===== src/rtl/cache_tag_pkg.sv =====
`default_nettype none
// ============================================================================
//  Package    : cache_tag_pkg
//  Description: Shared widths, address field positions, controller state
//               encoding and a one-hot helper for the way-halting tag
//               lookup controller.
//  Revision   : 1.0 - initial release
// ============================================================================
package cache_tag_pkg;

    localparam int NUM_WAYS = 4;
    localparam int NUM_SETS = 8;
    localparam int SET_W    = $clog2(NUM_SETS);
    localparam int WAY_W    = $clog2(NUM_WAYS);
    localparam int HALT_W   = 4;
    localparam int MAIN_W   = 20;
    localparam int ADDR_W   = 32;

    // Address layout: [31:12] main tag, [11:8] halt tag, [7:5] set, [4:0] offset
    localparam int SET_LSB  = 5;
    localparam int HALT_LSB = 8;
    localparam int MAIN_LSB = 12;

    typedef enum logic [2:0] {
        IDLE  = 3'd0,
        HALT  = 3'd1,
        MAIN  = 3'd2,
        MISS  = 3'd3,
        WRITE = 3'd4
    } state_t;

    // Isolate the lowest set bit (two's-complement trick); zero in -> zero out.
    function automatic logic [NUM_WAYS-1:0] lowest_one_hot(input logic [NUM_WAYS-1:0] v);
        return v & (~v + NUM_WAYS'(1));
    endfunction

endpackage
`default_nettype wire


===== src/rtl/tag_lookup_ctrl_if.sv =====
`default_nettype none
// ============================================================================
//  Interface  : tag_lookup_ctrl_if
//  Description: Front-end request/response, refill handshake and tag-array
//               read/write bundle for tag_lookup_ctrl. The controller uses
//               the slave modport; the surrounding system uses master.
//  Revision   : 1.0 - initial release
// ============================================================================
interface tag_lookup_ctrl_if;
    import cache_tag_pkg::*;

    logic                       req_valid;
    logic [ADDR_W-1:0]          req_addr;
    logic                       req_ready;
    logic                       inv_all;
    logic [SET_W-1:0]           tag_set;
    logic [NUM_WAYS*HALT_W-1:0] halt_tag_rd;
    logic [NUM_WAYS-1:0]        main_rd_en;
    logic [NUM_WAYS*MAIN_W-1:0] main_tag_rd;
    logic                       refill_req;
    logic                       refill_ack;
    logic                       tag_wr;
    logic [NUM_WAYS-1:0]        tag_wr_way;
    logic [HALT_W-1:0]          wr_halt_tag;
    logic [MAIN_W-1:0]          wr_main_tag;
    logic                       resp_valid;
    logic                       resp_hit;
    logic [NUM_WAYS-1:0]        resp_way;

    modport master (
        output req_valid, req_addr, inv_all, halt_tag_rd, main_tag_rd, refill_ack,
        input  req_ready, tag_set, main_rd_en, refill_req, tag_wr, tag_wr_way,
               wr_halt_tag, wr_main_tag, resp_valid, resp_hit, resp_way
    );

    modport slave (
        input  req_valid, req_addr, inv_all, halt_tag_rd, main_tag_rd, refill_ack,
        output req_ready, tag_set, main_rd_en, refill_req, tag_wr, tag_wr_way,
               wr_halt_tag, wr_main_tag, resp_valid, resp_hit, resp_way
    );

endinterface
`default_nettype wire


===== src/rtl/tag_victim_sel.sv =====
`default_nettype none
// ============================================================================
//  Module     : tag_victim_sel
//  Description: Refill victim choice for one set. The lowest invalid way
//               wins; when the set is full the round-robin pointer picks the
//               way and the pointer advances.
//  Revision   : 1.0 - initial release
// ============================================================================
module tag_victim_sel
    import cache_tag_pkg::*;
(
    input  wire logic [NUM_WAYS-1:0] valid,
    input  wire logic [WAY_W-1:0]    rr_ptr,
    output logic      [NUM_WAYS-1:0] victim,
    output logic                     from_ptr,
    output logic      [WAY_W-1:0]    next_ptr
);

    // Prefer an empty way; fall back to the pointer only for a full set.
    always_comb begin
        from_ptr = &valid;
        victim   = from_ptr ? (NUM_WAYS'(1) << rr_ptr) : lowest_one_hot(~valid);
        next_ptr = (rr_ptr == WAY_W'(NUM_WAYS - 1)) ? '0 : rr_ptr + WAY_W'(1);
    end

endmodule
`default_nettype wire


===== src/rtl/tag_lookup_ctrl.sv =====
`default_nettype none
// ============================================================================
//  Module     : tag_lookup_ctrl
//  Description: Lookup/refill/invalidate sequencer for a way-halting tag
//               store. Halt tags gate the main-tag compare; misses run the
//               refill handshake and write the chosen victim way.
//  Options    : TAG_CTRL_STATS_EN adds saturating hit/miss/early-miss
//               counters as extra output ports.
//  Revision   : 1.0 - initial release
// ============================================================================
module tag_lookup_ctrl
    import cache_tag_pkg::*;
(
    input  wire logic        clk,
    input  wire logic        reset,
    tag_lookup_ctrl_if.slave bus
`ifdef TAG_CTRL_STATS_EN
    ,
    output logic [31:0]      stat_hits,
    output logic [31:0]      stat_misses,
    output logic [31:0]      stat_early_miss
`endif
);

    state_t                             r_state, w_state_n;
    logic [SET_W-1:0]                   r_set, w_set_n;
    logic [HALT_W-1:0]                  r_halt, w_halt_n;
    logic [MAIN_W-1:0]                  r_main, w_main_n;
    logic [NUM_WAYS-1:0]                r_main_rd_en, w_main_rd_en_n;
    logic                               r_refill_req, w_refill_req_n;
    logic                               r_tag_wr, w_tag_wr_n;
    logic [NUM_WAYS-1:0]                r_tag_wr_way, w_tag_wr_way_n;
    logic [HALT_W-1:0]                  r_wr_halt, w_wr_halt_n;
    logic [MAIN_W-1:0]                  r_wr_main, w_wr_main_n;
    logic                               r_resp_valid, w_resp_valid_n;
    logic                               r_resp_hit, w_resp_hit_n;
    logic [NUM_WAYS-1:0]                r_resp_way, w_resp_way_n;

    logic [NUM_SETS-1:0][NUM_WAYS-1:0]  r_valid;
    logic [NUM_SETS-1:0][WAY_W-1:0]     r_rr;

    logic [NUM_WAYS-1:0]                w_hm;
    logic [NUM_WAYS-1:0]                w_main_hit;
    logic [NUM_WAYS-1:0]                w_victim;
    logic                               w_from_ptr;
    logic [WAY_W-1:0]                   w_next_ptr;
    logic                               w_inv_clr;
    logic                               unused_offset;

    // Line offset plays no part in tag lookup.
    assign unused_offset = ^bus.req_addr[SET_LSB-1:0];

    assign w_inv_clr     = (r_state == IDLE) && bus.inv_all;
    assign bus.req_ready = (r_state == IDLE) && !bus.inv_all;

    // Per-way halt match (HALT) and main-tag match restricted to enabled ways (MAIN).
    for (genvar w = 0; w < NUM_WAYS; w++) begin : g_way
        assign w_hm[w]       = r_valid[r_set][w] &&
                               (bus.halt_tag_rd[w*HALT_W +: HALT_W] == r_halt);
        assign w_main_hit[w] = r_main_rd_en[w] &&
                               (bus.main_tag_rd[w*MAIN_W +: MAIN_W] == r_main);
    end

    tag_victim_sel u_victim_sel (
        .valid    (r_valid[r_set]),
        .rr_ptr   (r_rr[r_set]),
        .victim   (w_victim),
        .from_ptr (w_from_ptr),
        .next_ptr (w_next_ptr)
    );

    // Next state and next values of every registered output.
    always_comb begin
        w_state_n      = r_state;
        w_set_n        = r_set;
        w_halt_n       = r_halt;
        w_main_n       = r_main;
        w_main_rd_en_n = '0;
        w_refill_req_n = 1'b0;
        w_tag_wr_n     = 1'b0;
        w_tag_wr_way_n = '0;
        w_wr_halt_n    = '0;
        w_wr_main_n    = '0;
        w_resp_valid_n = 1'b0;
        w_resp_hit_n   = 1'b0;
        w_resp_way_n   = '0;
        case (r_state)
            IDLE: begin
                if (!bus.inv_all && bus.req_valid) begin
                    w_set_n   = bus.req_addr[SET_LSB  +: SET_W];
                    w_halt_n  = bus.req_addr[HALT_LSB +: HALT_W];
                    w_main_n  = bus.req_addr[MAIN_LSB +: MAIN_W];
                    w_state_n = HALT;
                end
            end
            HALT: begin
                if (w_hm == '0) begin
                    w_refill_req_n = 1'b1;
                    w_state_n      = MISS;
                end else begin
                    w_main_rd_en_n = w_hm;
                    w_state_n      = MAIN;
                end
            end
            MAIN: begin
                if (|w_main_hit) begin
                    w_resp_valid_n = 1'b1;
                    w_resp_hit_n   = 1'b1;
                    w_resp_way_n   = lowest_one_hot(w_main_hit);
                    w_state_n      = IDLE;
                end else begin
                    w_refill_req_n = 1'b1;
                    w_state_n      = MISS;
                end
            end
            MISS: begin
                if (bus.refill_ack) begin
                    w_tag_wr_n     = 1'b1;
                    w_tag_wr_way_n = w_victim;
                    w_wr_halt_n    = r_halt;
                    w_wr_main_n    = r_main;
                    w_resp_valid_n = 1'b1;
                    w_resp_way_n   = w_victim;
                    w_state_n      = WRITE;
                end else begin
                    w_refill_req_n = 1'b1;
                end
            end
            WRITE:   w_state_n = IDLE;
            default: w_state_n = IDLE;
        endcase
    end

    // State and output registers.
    always_ff @(posedge clk) begin
        if (reset) begin
            r_state      <= IDLE;
            r_set        <= '0;
            r_halt       <= '0;
            r_main       <= '0;
            r_main_rd_en <= '0;
            r_refill_req <= 1'b0;
            r_tag_wr     <= 1'b0;
            r_tag_wr_way <= '0;
            r_wr_halt    <= '0;
            r_wr_main    <= '0;
            r_resp_valid <= 1'b0;
            r_resp_hit   <= 1'b0;
            r_resp_way   <= '0;
        end else begin
            r_state      <= w_state_n;
            r_set        <= w_set_n;
            r_halt       <= w_halt_n;
            r_main       <= w_main_n;
            r_main_rd_en <= w_main_rd_en_n;
            r_refill_req <= w_refill_req_n;
            r_tag_wr     <= w_tag_wr_n;
            r_tag_wr_way <= w_tag_wr_way_n;
            r_wr_halt    <= w_wr_halt_n;
            r_wr_main    <= w_wr_main_n;
            r_resp_valid <= w_resp_valid_n;
            r_resp_hit   <= w_resp_hit_n;
            r_resp_way   <= w_resp_way_n;
        end
    end

    // Valid bits and RR pointers commit at the end of WRITE, so the victim
    // seen during WRITE is the one chosen on entry.
    always_ff @(posedge clk) begin
        if (reset) begin
            r_valid <= '0;
            r_rr    <= '0;
        end else if (w_inv_clr) begin
            r_valid <= '0;
        end else if (r_state == WRITE) begin
            r_valid[r_set] <= r_valid[r_set] | w_victim;
            if (w_from_ptr) begin
                r_rr[r_set] <= w_next_ptr;
            end
        end
    end

    assign bus.tag_set     = r_set;
    assign bus.main_rd_en  = r_main_rd_en;
    assign bus.refill_req  = r_refill_req;
    assign bus.tag_wr      = r_tag_wr;
    assign bus.tag_wr_way  = r_tag_wr_way;
    assign bus.wr_halt_tag = r_wr_halt;
    assign bus.wr_main_tag = r_wr_main;
    assign bus.resp_valid  = r_resp_valid;
    assign bus.resp_hit    = r_resp_hit;
    assign bus.resp_way    = r_resp_way;

`ifdef TAG_CTRL_STATS_EN
    logic w_hit_ev, w_early_ev, w_miss_ev;

    assign w_hit_ev   = (r_state == MAIN) && (|w_main_hit);
    assign w_early_ev = (r_state == HALT) && (w_hm == '0);
    assign w_miss_ev  = w_early_ev || ((r_state == MAIN) && !(|w_main_hit));

    // Saturating event counters, cleared alongside the valid bits.
    always_ff @(posedge clk) begin
        if (reset || w_inv_clr) begin
            stat_hits       <= '0;
            stat_misses     <= '0;
            stat_early_miss <= '0;
        end else begin
            if (w_hit_ev && (stat_hits != '1))
                stat_hits <= stat_hits + 32'd1;
            if (w_miss_ev && (stat_misses != '1))
                stat_misses <= stat_misses + 32'd1;
            if (w_early_ev && (stat_early_miss != '1))
                stat_early_miss <= stat_early_miss + 32'd1;
        end
    end
`else
    // Statistics counters are not built in this configuration.
`endif

endmodule
`default_nettype wire

===== src/flat_wrapper.sv =====
// flat-port wrapper written by rule: the top's interface ports become plain ports
module tag_lookup_ctrl_flat import cache_tag_pkg::*;
  (clk, reset, bus_req_valid, bus_req_addr, bus_inv_all, bus_halt_tag_rd, bus_main_tag_rd, bus_refill_ack, bus_req_ready, bus_tag_set, bus_main_rd_en, bus_refill_req, bus_tag_wr, bus_tag_wr_way, bus_wr_halt_tag, bus_wr_main_tag, bus_resp_valid, bus_resp_hit, bus_resp_way);
  tag_lookup_ctrl_if bus_i ();
  input  wire logic clk;
  input  wire logic reset;
  input wire logic [$bits(bus_i.req_valid)-1:0] bus_req_valid;
  input wire logic [$bits(bus_i.req_addr)-1:0] bus_req_addr;
  input wire logic [$bits(bus_i.inv_all)-1:0] bus_inv_all;
  input wire logic [$bits(bus_i.halt_tag_rd)-1:0] bus_halt_tag_rd;
  input wire logic [$bits(bus_i.main_tag_rd)-1:0] bus_main_tag_rd;
  input wire logic [$bits(bus_i.refill_ack)-1:0] bus_refill_ack;
  output wire logic [$bits(bus_i.req_ready)-1:0] bus_req_ready;
  output wire logic [$bits(bus_i.tag_set)-1:0] bus_tag_set;
  output wire logic [$bits(bus_i.main_rd_en)-1:0] bus_main_rd_en;
  output wire logic [$bits(bus_i.refill_req)-1:0] bus_refill_req;
  output wire logic [$bits(bus_i.tag_wr)-1:0] bus_tag_wr;
  output wire logic [$bits(bus_i.tag_wr_way)-1:0] bus_tag_wr_way;
  output wire logic [$bits(bus_i.wr_halt_tag)-1:0] bus_wr_halt_tag;
  output wire logic [$bits(bus_i.wr_main_tag)-1:0] bus_wr_main_tag;
  output wire logic [$bits(bus_i.resp_valid)-1:0] bus_resp_valid;
  output wire logic [$bits(bus_i.resp_hit)-1:0] bus_resp_hit;
  output wire logic [$bits(bus_i.resp_way)-1:0] bus_resp_way;
  assign bus_i.req_valid = bus_req_valid;
  assign bus_i.req_addr = bus_req_addr;
  assign bus_i.inv_all = bus_inv_all;
  assign bus_i.halt_tag_rd = bus_halt_tag_rd;
  assign bus_i.main_tag_rd = bus_main_tag_rd;
  assign bus_i.refill_ack = bus_refill_ack;
  assign bus_req_ready = bus_i.req_ready;
  assign bus_tag_set = bus_i.tag_set;
  assign bus_main_rd_en = bus_i.main_rd_en;
  assign bus_refill_req = bus_i.refill_req;
  assign bus_tag_wr = bus_i.tag_wr;
  assign bus_tag_wr_way = bus_i.tag_wr_way;
  assign bus_wr_halt_tag = bus_i.wr_halt_tag;
  assign bus_wr_main_tag = bus_i.wr_main_tag;
  assign bus_resp_valid = bus_i.resp_valid;
  assign bus_resp_hit = bus_i.resp_hit;
  assign bus_resp_way = bus_i.resp_way;
  tag_lookup_ctrl u_core (.clk(clk), .reset(reset), .bus(bus_i));
endmodule

===== config.mk =====
export PLATFORM = sky130hd
export DESIGN_NAME = tag_lookup_ctrl_flat
export DESIGN_NICKNAME = d
export VERILOG_FILES = /design/src/rtl/cache_tag_pkg.sv /design/src/rtl/tag_lookup_ctrl_if.sv /design/src/rtl/tag_victim_sel.sv /design/src/rtl/tag_lookup_ctrl.sv /design/src/flat_wrapper.sv
export SDC_FILE = /design/constraint.sdc
export NUM_CORES = 1
export LEC_CHECK = 0
export ABC_CLOCK_PERIOD_IN_PS = 6200
export CAP_MARGIN = 20
export CORE_MARGIN = 2
export CORE_UTILIZATION = 56
export CTS_CLUSTER_DIAMETER = 200
export DETAILED_ROUTE_END_ITERATION = 7
export DONT_BUFFER_PORTS = 1
export PLACE_DENSITY = 0.71
export SYNTH_ARGS = -nofsm -noshare
export SYNTH_HDL_FRONTEND = slang
export SYNTH_SLANG_ARGS = --single-unit

===== constraint.sdc =====
create_clock -name clk -period 6.2 [get_ports clk]
set_input_delay 0.93 -clock clk [delete_from_list [all_inputs] [get_ports clk]]
set_output_delay 0.93 -clock clk [all_outputs]
set_load 0.03 [all_outputs]

==> results.json <==
{
  "skew_ns": 0.00805,
  "place_area_um2": 5890,
  "core_area_um2": 10300,
  "critPathCaptureType": "flip-flop",
  "holdBufCountCts": 0,
  "holdPathStages": 1,
  "first_pass_iters": 5,
  "dr_total_vias": 4899,
  "fmax_ghz": 0.302,
  "fin_area_um2": 6550,
  "ir_drop_mv": 0.219,
  "area_growth_syn_to_layout_pct": 10.6,
  "crit_type": "reg2reg",
  "postSynth.asyncResetShare": 0,
  "place.gp.congestion": 0.918,
  "die_h_um": 107,
  "worst_slew_pin_slew_ns": 0.992,
  "cp_data_required_time_ns": 6.59,
  "holdCritPathClass": "in2reg",
  "wl_met3_um": 1460,
  "avgSynthCellArea_um2": 8.51,
  "nNetsFinal": 802,
  "fin_tns_setup_ns": 0,
  "placed_cells": 782,
  "ys_seq_area_frac": 0.399,
  "synth_common_cells": "dfxtp_1, nand2_1, xnor2_1",
  "drv_cap": 0,
  "grt_usage": 0.293,
  "synth_top_area_cell": "dfxtp_1",
  "reg2reg_from": "u_core.bus.tag_set[0]$_SDFFE_PP0P_",
  "yosys_warnings": 0,
  "crit_family": "compound AO/OA/AOI/OAI gates",
  "synth_seq_cells": 118,
  "critPathLaunch": "u_core.bus.tag_set[0]$_SDFFE_PP0P_",
  "min-delay-start": "reset",
  "crit_buf_inv": 0,
  "slew_violations": 0,
  "powerDensity_nw_per_um2": 331,
  "cts_sinks": 118,
  "finalPower_mw": 2.17,
  "p_leak_nw": 2.18,
  "rows": 37,
  "htreeDepth": 4,
  "postRouteAntennaNets": 0,
  "ys_types": 58,
  "die_area_um2": 11400,
  "synth.cell_area_um2": 5920,
  "drive_above_1_share": 0.0826,
  "cts_tree": "built",
  "pin_count": 177,
  "synth_area_leaders": "dfxtp_1, xnor2_1, xor2_1",
  "wirelength_um": 16300,
  "initial_core_util": 0.576,
  "start_kind": "flip-flop",
  "rsz0062_at_grt": "false",
  "numCtsBuffers": 17,
  "dp_worst_setup_slack_ns": 2.95,
  "top_layer": "met4",
  "crit_arrival_ns": 3.70,
  "synth_top_area_share": 0.399,
  "drt_iter0_drc": 335,
  "slowest_stage": "dfxtp_1",
  "worst_slack_ns": 2.89,
  "path_cells": "nor2_1 > a221oi_2 > nand4_1 > o21ai_0 > o31ai_1",
  "grt_pass1_wl_um": 25400,
  "worst_path_largest_cell_delay_ns": 0.96,
  "crit_cells": 5,
  "wl_met2_um": 8270,
  "status": "complete, no violations",
  "grt_start_max_net_pins": 56,
  "routed_via_density": 6.02,
  "grt_overflow_total": 0,
  "placement.io_buffers": 0,
  "synth-edff-count": 0,
  "cts-root-buf": "clkbuf_8",
  "instances_no_fill": 814,
  "fin_crit_ns": 3.31,
  "antenna_found_initial": 0,
  "synth_flop_cell": "dfxtp_1",
  "setup_viol_count_final": 0,
  "clockBufferDepth": 2,
  "hold_violations": 0,
  "dieWidth_um": 107,
  "postCtsSetupRepairBufs": 0,
  "wl_met1_um": 5870,
  "syn_inst": 695,
  "path_max_fanout": 21,
  "dpl.hpwl_um": 12500,
  "wl_per_cell_um": 20.1,
  "drcViolationCount": 0,
  "synth.most_common_cell": "dfxtp_1",
  "min_period_over_period": 0.533,
  "ff2ff_path_depth": 5,
  "maxSlewHeadroom": 0.339,
  "antennaDiodeCount": 0,
  "clk_latency_ns": 0.54,
  "post_cts_resized": 0,
  "path_clk_slew_ns": 0.06,
  "grt_pass1_vias": 4875,
  "syn-num-nets": 832
}
-- stage by stage --
step           utilization  hold WS, ns
2_1_floorplan            -        0.435
3_3_place_gp         0.573        0.446
3_5_place_dp         0.573        0.461
4_1_cts              0.637        0.440
5_1_grt              0.637        0.437
6_report             0.637        0.461
-- cells by family (layout without fill, tap and decap cells) --
logic type | after synthesis | count (layout) | share of synthesized area
buffers and inverters | 64 | 47 | 0.0444
adders and majority gates | 4 | 4 | 0.00846
muxes | 21 | 21 | 0.0372
DFF | 118 | 118 | 0.399
and+or+nand+nor | 276 | 276 | 0.237
xor gates and xnor gates | 96 | 96 | 0.142
AOI/OAI and AO/OA | 116 | 116 | 0.131
-- cell usage in the layout, fill, tap and decap left out, drive strengths merged, types with 2 or more instances in the layout --
cell | netlist | routed
a21o | 2 | 2
or2 | 3 | 3
clkbuf | 41 | 18
a211oi | 24 | 24
nor4b | 2 | 2
and2 | 25 | 25
nor3b | 4 | 4
o22ai | 2 | 2
nor4 | 15 | 15
xor2 | 31 | 31
nand2b | 6 | 6
inv | 12 | 19
xnor2 | 65 | 65
ha | 4 | 4
a31oi | 3 | 3
o21ai | 15 | 15
nand3b | 4 | 4
and3 | 2 | 2
a21oi | 45 | 45
nor3 | 8 | 8
nor2 | 64 | 64
or3b | 4 | 4
clkinv | 0 | 2
and4 | 5 | 5
bufinv | 0 | 5
o31ai | 8 | 8
a221oi | 4 | 4
nand4 | 27 | 27
nand2 | 70 | 70
nand3 | 19 | 19
nor2b | 14 | 14
dfxtp | 118 | 118
mux2 | 8 | 8
mux2i | 13 | 13
buf | 11 | 2
o2bb2ai | 2 | 2
-- report_power, final --
group	switching, mW	internal, mW	leakage, nW
clock	0.381	0.705	0.317
sequential	0.0550	0.778	0.953
combinational	0.149	0.100	0.915
-- worst paths after layout --
path	to	slack (ns)
setup / recovery	u_core.r_rr[2]$_SDFFE_PP0P_	2.89
hold / removal	u_core.r_halt[2]$_SDFFE_PP0P_	0.46
setup reg to reg	u_core.r_rr[2]$_SDFFE_PP0P_	2.89
hold reg to reg	u_core.r_valid[28]$_SDFFE_PP0P_	0.47
-- registers in the layout, indices dropped and copies added (netlist names), 3 cells and up --
| name | flops |
|---|---|
| u_core.bus.main_rd_en | 4 |
| u_core.bus.resp_way | 4 |
| u_core.bus.tag_set | 3 |
| u_core.bus.tag_wr_way | 4 |
| u_core.bus.wr_halt_tag | 4 |
| u_core.bus.wr_main_tag | 20 |
| u_core.r_halt | 4 |
| u_core.r_main | 20 |
| u_core.r_rr | 16 |
| u_core.r_state | 3 |
| u_core.r_valid | 32 |
-- per-layer routing --
metal,up-vias,GRT usage
met5,-,0
met4,0,0.160
met3,54,0.113
met2,218,0.521
met1,2279,0.293
li1,2348,-
-- final cells by class --
cell class	count	area [um2]
Fill cell	866	3730
Multi-Input combinational cell	513	3290
Sequential cell	118	2360
Clock buffer	17	414
Clock inverter	15	239
Tap cell	136	170
Inverter	12	45.0
Timing Repair Buffer	3	22.5
-- worst reg2reg max path, cell delays in order, from the launching register on --
cell and delay [ns]:
dfxtp_1 0.96, nor2_1 0.35, a221oi_2 0.65, nand4_1 0.72, o21ai_0 0.38, o31ai_1 0.11
(Power assumes the default switching activity.)
